$ cat src/rtl/vram_port_arbiter.sv
`default_nettype none
// ============================================================================
// Module      : vram_port_arbiter
// Description : Shares the single VRAM read port between display scanout and
//               CPU reads (display first, CPU guaranteed a slot after a
//               bounded number of display wins) and forwards CPU writes
//               straight to the memory write port.
// Revision    : 1.0 - initial release
// ============================================================================
module vram_port_arbiter #(
  parameter int ADDRESS_WIDTH = 10,
  parameter int DATA_WIDTH    = 8,
  parameter int CPU_WAIT_MAX  = 4
) (
  input  logic                     clk,
  input  logic                     reset,
  // display fetch
  input  logic                     disp_req,
  input  logic [ADDRESS_WIDTH-1:0] disp_addr,
  output logic                     disp_ack,
  output logic [DATA_WIDTH-1:0]    disp_data,
  output logic                     disp_valid,
  // CPU read
  input  logic                     cpu_rd_req,
  input  logic [ADDRESS_WIDTH-1:0] cpu_rd_addr,
  output logic                     cpu_rd_ack,
  output logic [DATA_WIDTH-1:0]    cpu_rd_data,
  output logic                     cpu_rd_valid,
  // CPU write
  input  logic                     cpu_wr_req,
  input  logic [ADDRESS_WIDTH-1:0] cpu_wr_addr,
  input  logic [DATA_WIDTH-1:0]    cpu_wr_data,
  output logic                     cpu_wr_ack,
  // memory
  output logic [ADDRESS_WIDTH-1:0] mem_read_addr,
  output logic                     mem_read_enable,
  input  logic [DATA_WIDTH-1:0]    mem_read_data,
  output logic [ADDRESS_WIDTH-1:0] mem_write_addr,
  output logic                     mem_write_enable,
  output logic [DATA_WIDTH-1:0]    mem_write_data
);

  localparam logic [3:0] c_WAIT_MAX = 4'(CPU_WAIT_MAX);

  logic [3:0] r_wait_cnt;
  logic       r_disp_owner;
  logic       r_cpu_owner;

  logic w_force_cpu;
  logic w_grant_disp;
  logic w_grant_cpu;

  // Arbitration: display wins unless the CPU has waited its full budget
  always_comb begin
    w_force_cpu  = cpu_rd_req && (r_wait_cnt == c_WAIT_MAX);
    w_grant_disp = 1'b0;
    w_grant_cpu  = 1'b0;
    if (!reset) begin
      if (disp_req && cpu_rd_req && w_force_cpu) begin
        w_grant_cpu = 1'b1;
      end else if (disp_req) begin
        w_grant_disp = 1'b1;
      end else if (cpu_rd_req) begin
        w_grant_cpu = 1'b1;
      end
    end
  end

  assign disp_ack        = w_grant_disp;
  assign cpu_rd_ack      = w_grant_cpu;
  assign mem_read_enable = w_grant_disp | w_grant_cpu;
  assign mem_read_addr   = w_grant_cpu ? cpu_rd_addr : disp_addr;

  // Owner register tracks which requester the in-flight read belongs to
  always_ff @(posedge clk) begin
    if (reset) begin
      r_disp_owner <= 1'b0;
      r_cpu_owner  <= 1'b0;
    end else begin
      r_disp_owner <= w_grant_disp;
      r_cpu_owner  <= w_grant_cpu;
    end
  end

  // Starvation counter: counts display wins while a CPU read is pending
  always_ff @(posedge clk) begin
    if (reset) begin
      r_wait_cnt <= 4'd0;
    end else if (!cpu_rd_req || w_grant_cpu) begin
      r_wait_cnt <= 4'd0;
    end else if (w_grant_disp && (r_wait_cnt != c_WAIT_MAX)) begin
      r_wait_cnt <= r_wait_cnt + 4'd1;
    end
  end

  // Valids are masked by reset so a grant issued just before reset rises
  // never surfaces as a pulse; data is a straight copy of the memory output
  assign disp_valid   = r_disp_owner & ~reset;
  assign cpu_rd_valid = r_cpu_owner & ~reset;
  assign disp_data    = mem_read_data;
  assign cpu_rd_data  = mem_read_data;

  // Writes bypass arbitration entirely
  assign cpu_wr_ack       = cpu_wr_req & ~reset;
  assign mem_write_enable = cpu_wr_ack;
  assign mem_write_addr   = cpu_wr_addr;
  assign mem_write_data   = cpu_wr_data;

endmodule
`default_nettype wire

$ cat config.mk
export PLATFORM = sky130hd
export DESIGN_NAME = vram_port_arbiter
export DESIGN_NICKNAME = d
export VERILOG_FILES = /design/src/rtl/vram_port_arbiter.sv
export SDC_FILE = /design/constraint.sdc
export NUM_CORES = 1
export LEC_CHECK = 0
export ABC_AREA = 1
export BUFFER_PORTS_ARGS = -buffer_cell sky130_fd_sc_hd__buf_2
export CORE_UTILIZATION = 32
export CTS_BUF_LIST = sky130_fd_sc_hd__clkbuf_16
export CTS_CLUSTER_DIAMETER = 200
export DETAILED_ROUTE_END_ITERATION = 12
export PLACE_DENSITY_LB_ADDON = 0.2
export SLEW_MARGIN = 20
export SYNTH_ARGS = -nofsm -noshare
export SYNTH_HDL_FRONTEND = slang
export SYNTH_SLANG_ARGS = --single-unit
$ cat constraint.sdc
create_clock -name clk -period 1.7 [get_ports clk]
set_input_delay 0.255 -clock clk [delete_from_list [all_inputs] [get_ports clk]]
set_output_delay 0.255 -clock clk [all_outputs]
set_load 0.05 [all_outputs]
* Yosys cells after proc, flatten, opt, wreduce, memory -nomap -nowiden
Cells that the tools add are included.
Word-level totals: register bits 6, bits of input ports 51, output and inout bits 51, word-level logic and storage cells 26
Operators by class: add/sub/neg operators 1, equality and inequality tests 2, muxes and demuxes 8, bitwise operators 5, reductions and logical operators 7
Operators with widths (number):
- $mux W10 | 1
- $mux W1 | 7
- $add A4 B1 Y4 const B | 1
- $eq A4 B3 Y1 const B | 1
- $logic_and A1 B1 Y1 | 4
- $ne A4 B3 Y1 const B | 1
- $and A1 B1 Y1 | 3
- $reduce_or A2 Y1 | 1
- $logic_not A1 Y1 | 1
- $logic_or A1 B1 Y1 | 1
- $not A1 Y1 | 1
- $or A1 B1 Y1 | 1

* Longest topological paths before layout
word-level depth 7, depth in mapped cells 8, depth with buffers taken out 7

* Worst setup path before layout
OpenSTA, ideal clock, no wires.
kind register to output, start point register r_wait_cnt[0], end point output mem_read_addr[0], data arrival time 1.306 ns, data required time 1.445 ns, setup slack 0.139 ns, cell stages (with the launch flop) 9, buffers on the path 1, cells stage by stage dfxtp_1 -> inv_1 -> ha_1 -> nand3_2 -> nand2_2 -> nand2_2 -> buf_6 -> nand2_1 -> nand2_1
On the way: word-level cells in the longest chain between the ends 6
RTL lines:
- from (decl) | line 45 | logic [3:0] r_wait_cnt;
- from (signal assigned) | line 92 | r_wait_cnt <= r_wait_cnt + 4'd1;
- $eq A4 B3 Y1 | line 55 | w_force_cpu = cpu_rd_req && (r_wait_cnt == c_WAIT_MAX);
- $logic_and A1 B1 Y1 | line 55
- $logic_and A1 B1 Y1 | line 59 | if (disp_req && cpu_rd_req && w_force_cpu) begin
- $mux W1 | line 59
- $mux W1 | line 58 | if (!reset) begin
- $mux W10 | line 72 | assign mem_read_addr = w_grant_cpu ? cpu_rd_addr : disp_addr;
- to (decl) | line 35 | output logic [ADDRESS_WIDTH-1:0] mem_read_addr,
Every way passes these cells.

* Final worst setup path
start point register r_wait_cnt[1], end point output mem_read_addr[6]
The elaborated chain is that of the path after synthesis.

==> results.py <==
metrics = {
    "run_status": {
        "outcome": "finished, final reports clean",
    },
    "floorplanning": {
        "start_util_pct": 34.78,
        "die_y_um": 48.88,
        "core_mm2": 0.002022,
        "io_pins": 102,
        "die-area_mm2": 0.002389,
        "fp-row-count": 16,
        "die_w_um": 48.88,
    },
    "min_path": {
        "hp-class": "input port to register",
        "hold_start": "cpu_rd_req",
        "min_to": "r_disp_owner",
        "min_path_cells": 4,
    },
    "layout": {
        "fill_cells": 214,
        "final_nets": 174,
        "drive_gt1_share_pct": 51.26,
        "area_delta_synth_final_pct": 27.22,
        "seq_area_um2": 122.6,
        "utilization_pct": 44.25,
        "multi_input_area_um2": 294.0,
        "diodes": 0,
        "stdcell_area_um2": 894.6,
    },
    "yosys": {
        "synth-seq-cells": 6,
        "ys_seq_area_share_pct": 17.08,
        "syn_inst": 107,
        "yosys_warnings": 0,
        "synth_nets": 160,
        "synth_area_um2": 703.2,
        "yosysUniqueCellTypes": 14,
        "syn_area_per_cell_um2": 6.572,
    },
    "power": {
        "p_leak_nw": 0.5085,
        "switching_share_pct": 30.97,
        "p_clk_share_pct": 50.3,
        "p_comb_share_pct": 30.7,
        "p_sw_uw": 239.0,
        "p_per_area_mw_per_mm2": 862.7,
        "vdd_ir_drop_max_mv": 0.6428,
        "p_int_uw": 532.7,
        "power_uw": 771.8,
        "power_frac_seq_pct": 19.0,
    },
    "timing": {
        "period_needed_ns": 1.644,
        "hold_viol": 0,
        "setup_tns_ns": 0,
        "skew_ns": 0.004009,
        "rsz0062_at_grt": "true",
        "tightest_slew_ns": 0.3039,
        "fin_crit_sh_pct": 96.68,
        "relSlewSlack_pct": 79.72,
        "timing.final.ws_setup_ns": 0.05641,
        "setup_viol": 0,
        "fmax_mhz": 608.4,
        "maxSlewViolCount": 0,
    },
    "flow_run": {
        "maxCapViolations": 0,
    },
    "critical_path": {
        "r2r_end": "r_disp_owner",
        "r2r_slack_ns": 0.73,
        "r2r-start": "r_wait_cnt[1]",
        "crit_buf_inv": 3,
        "path_delay_family": "simple AND/OR/NAND/NOR gates",
        "required_ns": 1.44,
        "r2r_cells": 5,
        "start_kind": "register",
        "cp_data_arrival_time_ns": 1.39,
        "max_stage_delay_ns": 0.31,
        "cp_max_fo": 5,
        "critPathKind": "register to output port",
        "cp_slowest_cell": "dfxtp_2",
        "cp-end-kind": "output port",
        "critPathMostFrequentCell": "buf_6",
        "crit_path_cell_trace": "inv_2 > ha_4 > nand3_4 > nand2_4 > buf_6 > nand3_1 > nand2_1 > buf_6",
    },
    "placed_design": {
        "postPlaceCellArea_um2": 675.6,
        "place_hpwl_um": 1099,
        "place_congestion": 0.6867,
        "io_buffers": 41,
        "dp_slack_ns": 0.07824,
    },
    "clock_tree": {
        "cts_made_buffers": 3,
        "clock_latency_ns": 0.23,
        "cts.htree.levels": 1,
        "cts_sinks": 6,
        "cts_max_path_buffers": 2,
        "cts_root_buf": "clkbuf_16",
        "tritoncts": "built",
        "clk_pin_slew_ns": 0.04,
        "postCtsHoldBufs": 0,
    },
    "global_routing": {
        "antenna_found_initial": 0,
        "grt_pass1_wl_um": 2277,
        "grt.total_usage_pct": 12.60,
        "grt_pass1_vias": 564,
        "grt_overflow_total": 0,
        "grt_max_degree": 14,
    },
    "detailed_routing": {
        "route.detailed.drc": 0,
        "ant_nets": 0,
        "dr.pass1.iters": 4,
        "finalWirelength_um": 1535,
        "wl_met2_um": 771,
        "drtIter0Drc": 3,
        "top_layer_used": "met4",
        "m1WireLength_um": 562,
        "wire_per_inst_um": 10.51,
        "routed_via_density": 4.247,
        "num_vias": 620,
        "wl_met3_um": 164,
    },
}
## how the worst max path moves through the flow
stage / from / endpoint / slack, ns / depth (start not counted)
2_1_floorplan: r_wait_cnt[0] / mem_read_addr[0] / 0.14 / 8
3_3_place_gp: r_wait_cnt[0] / mem_read_addr[3] / 0.12 / 8
3_5_place_dp: r_wait_cnt[0] / mem_read_addr[5] / 0.08 / 8
4_1_cts: r_wait_cnt[0] / mem_read_enable / -0.02 / 6
5_1_grt: r_wait_cnt[1] / mem_read_addr[7] / -0.01 / 8
6_report: r_wait_cnt[1] / mem_read_addr[6] / 0.06 / 8
## routing by layer
layer  track usage (%)  up-vias
li1                  -      313
met1             11.82      261
met2             21.30       37
met3             6.231        9
met4             8.824        0
met5                 0        -
## final cells by class
type                    count  area share [%]
clock buffers               3           8.392
inverters                  13           5.455
multi-input cells          50           32.87
flip-flops and latches      6           13.71
well taps                  27           3.776
repair buffers             47           35.80
## cell families after synthesis
group | Yosys count | share of synthesized area [%]
XOR/XNOR | 2 | 2.492
AND/OR/NAND/NOR | 45 | 28.12
flip-flops | 6 | 17.08
adder cells (fa/ha/maj) | 2 | 3.558
AO/OA/AOI/OAI | 1 | 0.7111
buffers and inverters | 51 | 48.04
## per-stage QoR
step / hold WS (ns) / cells
finish: 0.3841 / 146
global route: 0.4290 / 146
CTS: 0.3970 / 143
detailed placement: 0.4599 / 140
global placement: 0.4450 / 140
floorplan: 0.4297 / 107
## power groups by stage
stage | registers [mW] | logic, mW | clock network [mW]
floorplan | 0.149 | 0.354 | 0
global placement | 0.149 | 0.195 | 0
detailed placement | 0.149 | 0.196 | 0
CTS | 0.147 | 0.225 | 0.392
global route | 0.147 | 0.250 | 0.404
finish | 0.147 | 0.237 | 0.388
## synthesized netlist by cell type
master | number | area, um2
inv_1 | 13 | 48.80
buf_4 | 37 | 277.8
nand2_1 | 21 | 78.83
nand3_1 | 12 | 60.06
buf_6 | 1 | 11.26
nand2_2 | 2 | 12.51
nand3_2 | 1 | 10.01
nor2_2 | 1 | 6.260
o21ai_0 | 1 | 5.000
xnor2_1 | 1 | 8.760
ha_1 | 2 | 25.02
nor2_1 | 8 | 30.03
dfxtp_1 | 6 | 120.1
xor2_1 | 1 | 8.760
## state kept, by name (all words and copies together) (netlist names)
| name | cells |
|---|---|
| r_disp_owner | 1 |
| r_wait_cnt | 4 |
| r_cpu_owner | 1 |
## what timing repair did
| item | CTS | global route |
|---|---|---|
| setup buffers | 0 | 2 |
| pin swaps | 0 | 6 |
| endpoints found under the hold margin | 0 | 0 |
| gates cloned | 0 | 1 |
| resized for setup | 24 | 12 |
| setup endpoints to repair | 13 | 13 |
## placed cells by master, fill, tap and decap left out
cell,instances
dfxtp_2,2
clkbuf_16,3
xor2_1,1
nand3_2,2
ha_1,1
buf_6,12
nand3_4,1
dfxtp_1,4
inv_1,11
nand2_4,1
nor2_2,1
ha_4,1
buf_2,31
xnor2_1,1
inv_2,2
nand3_1,10
o21ai_1,1
nand2_1,21
nand2_8,1
buf_4,4
nor2_1,8
## tightest hold or removal path: cells and delay by family
| family | cells | cell delay, ns |
|---|---|---|
| buffers and inverters | 3 | 0.22 |
| AO/OA/AOI/OAI | 1 | 0.11 |
Note: power is estimated with default switching activity, not from simulation.
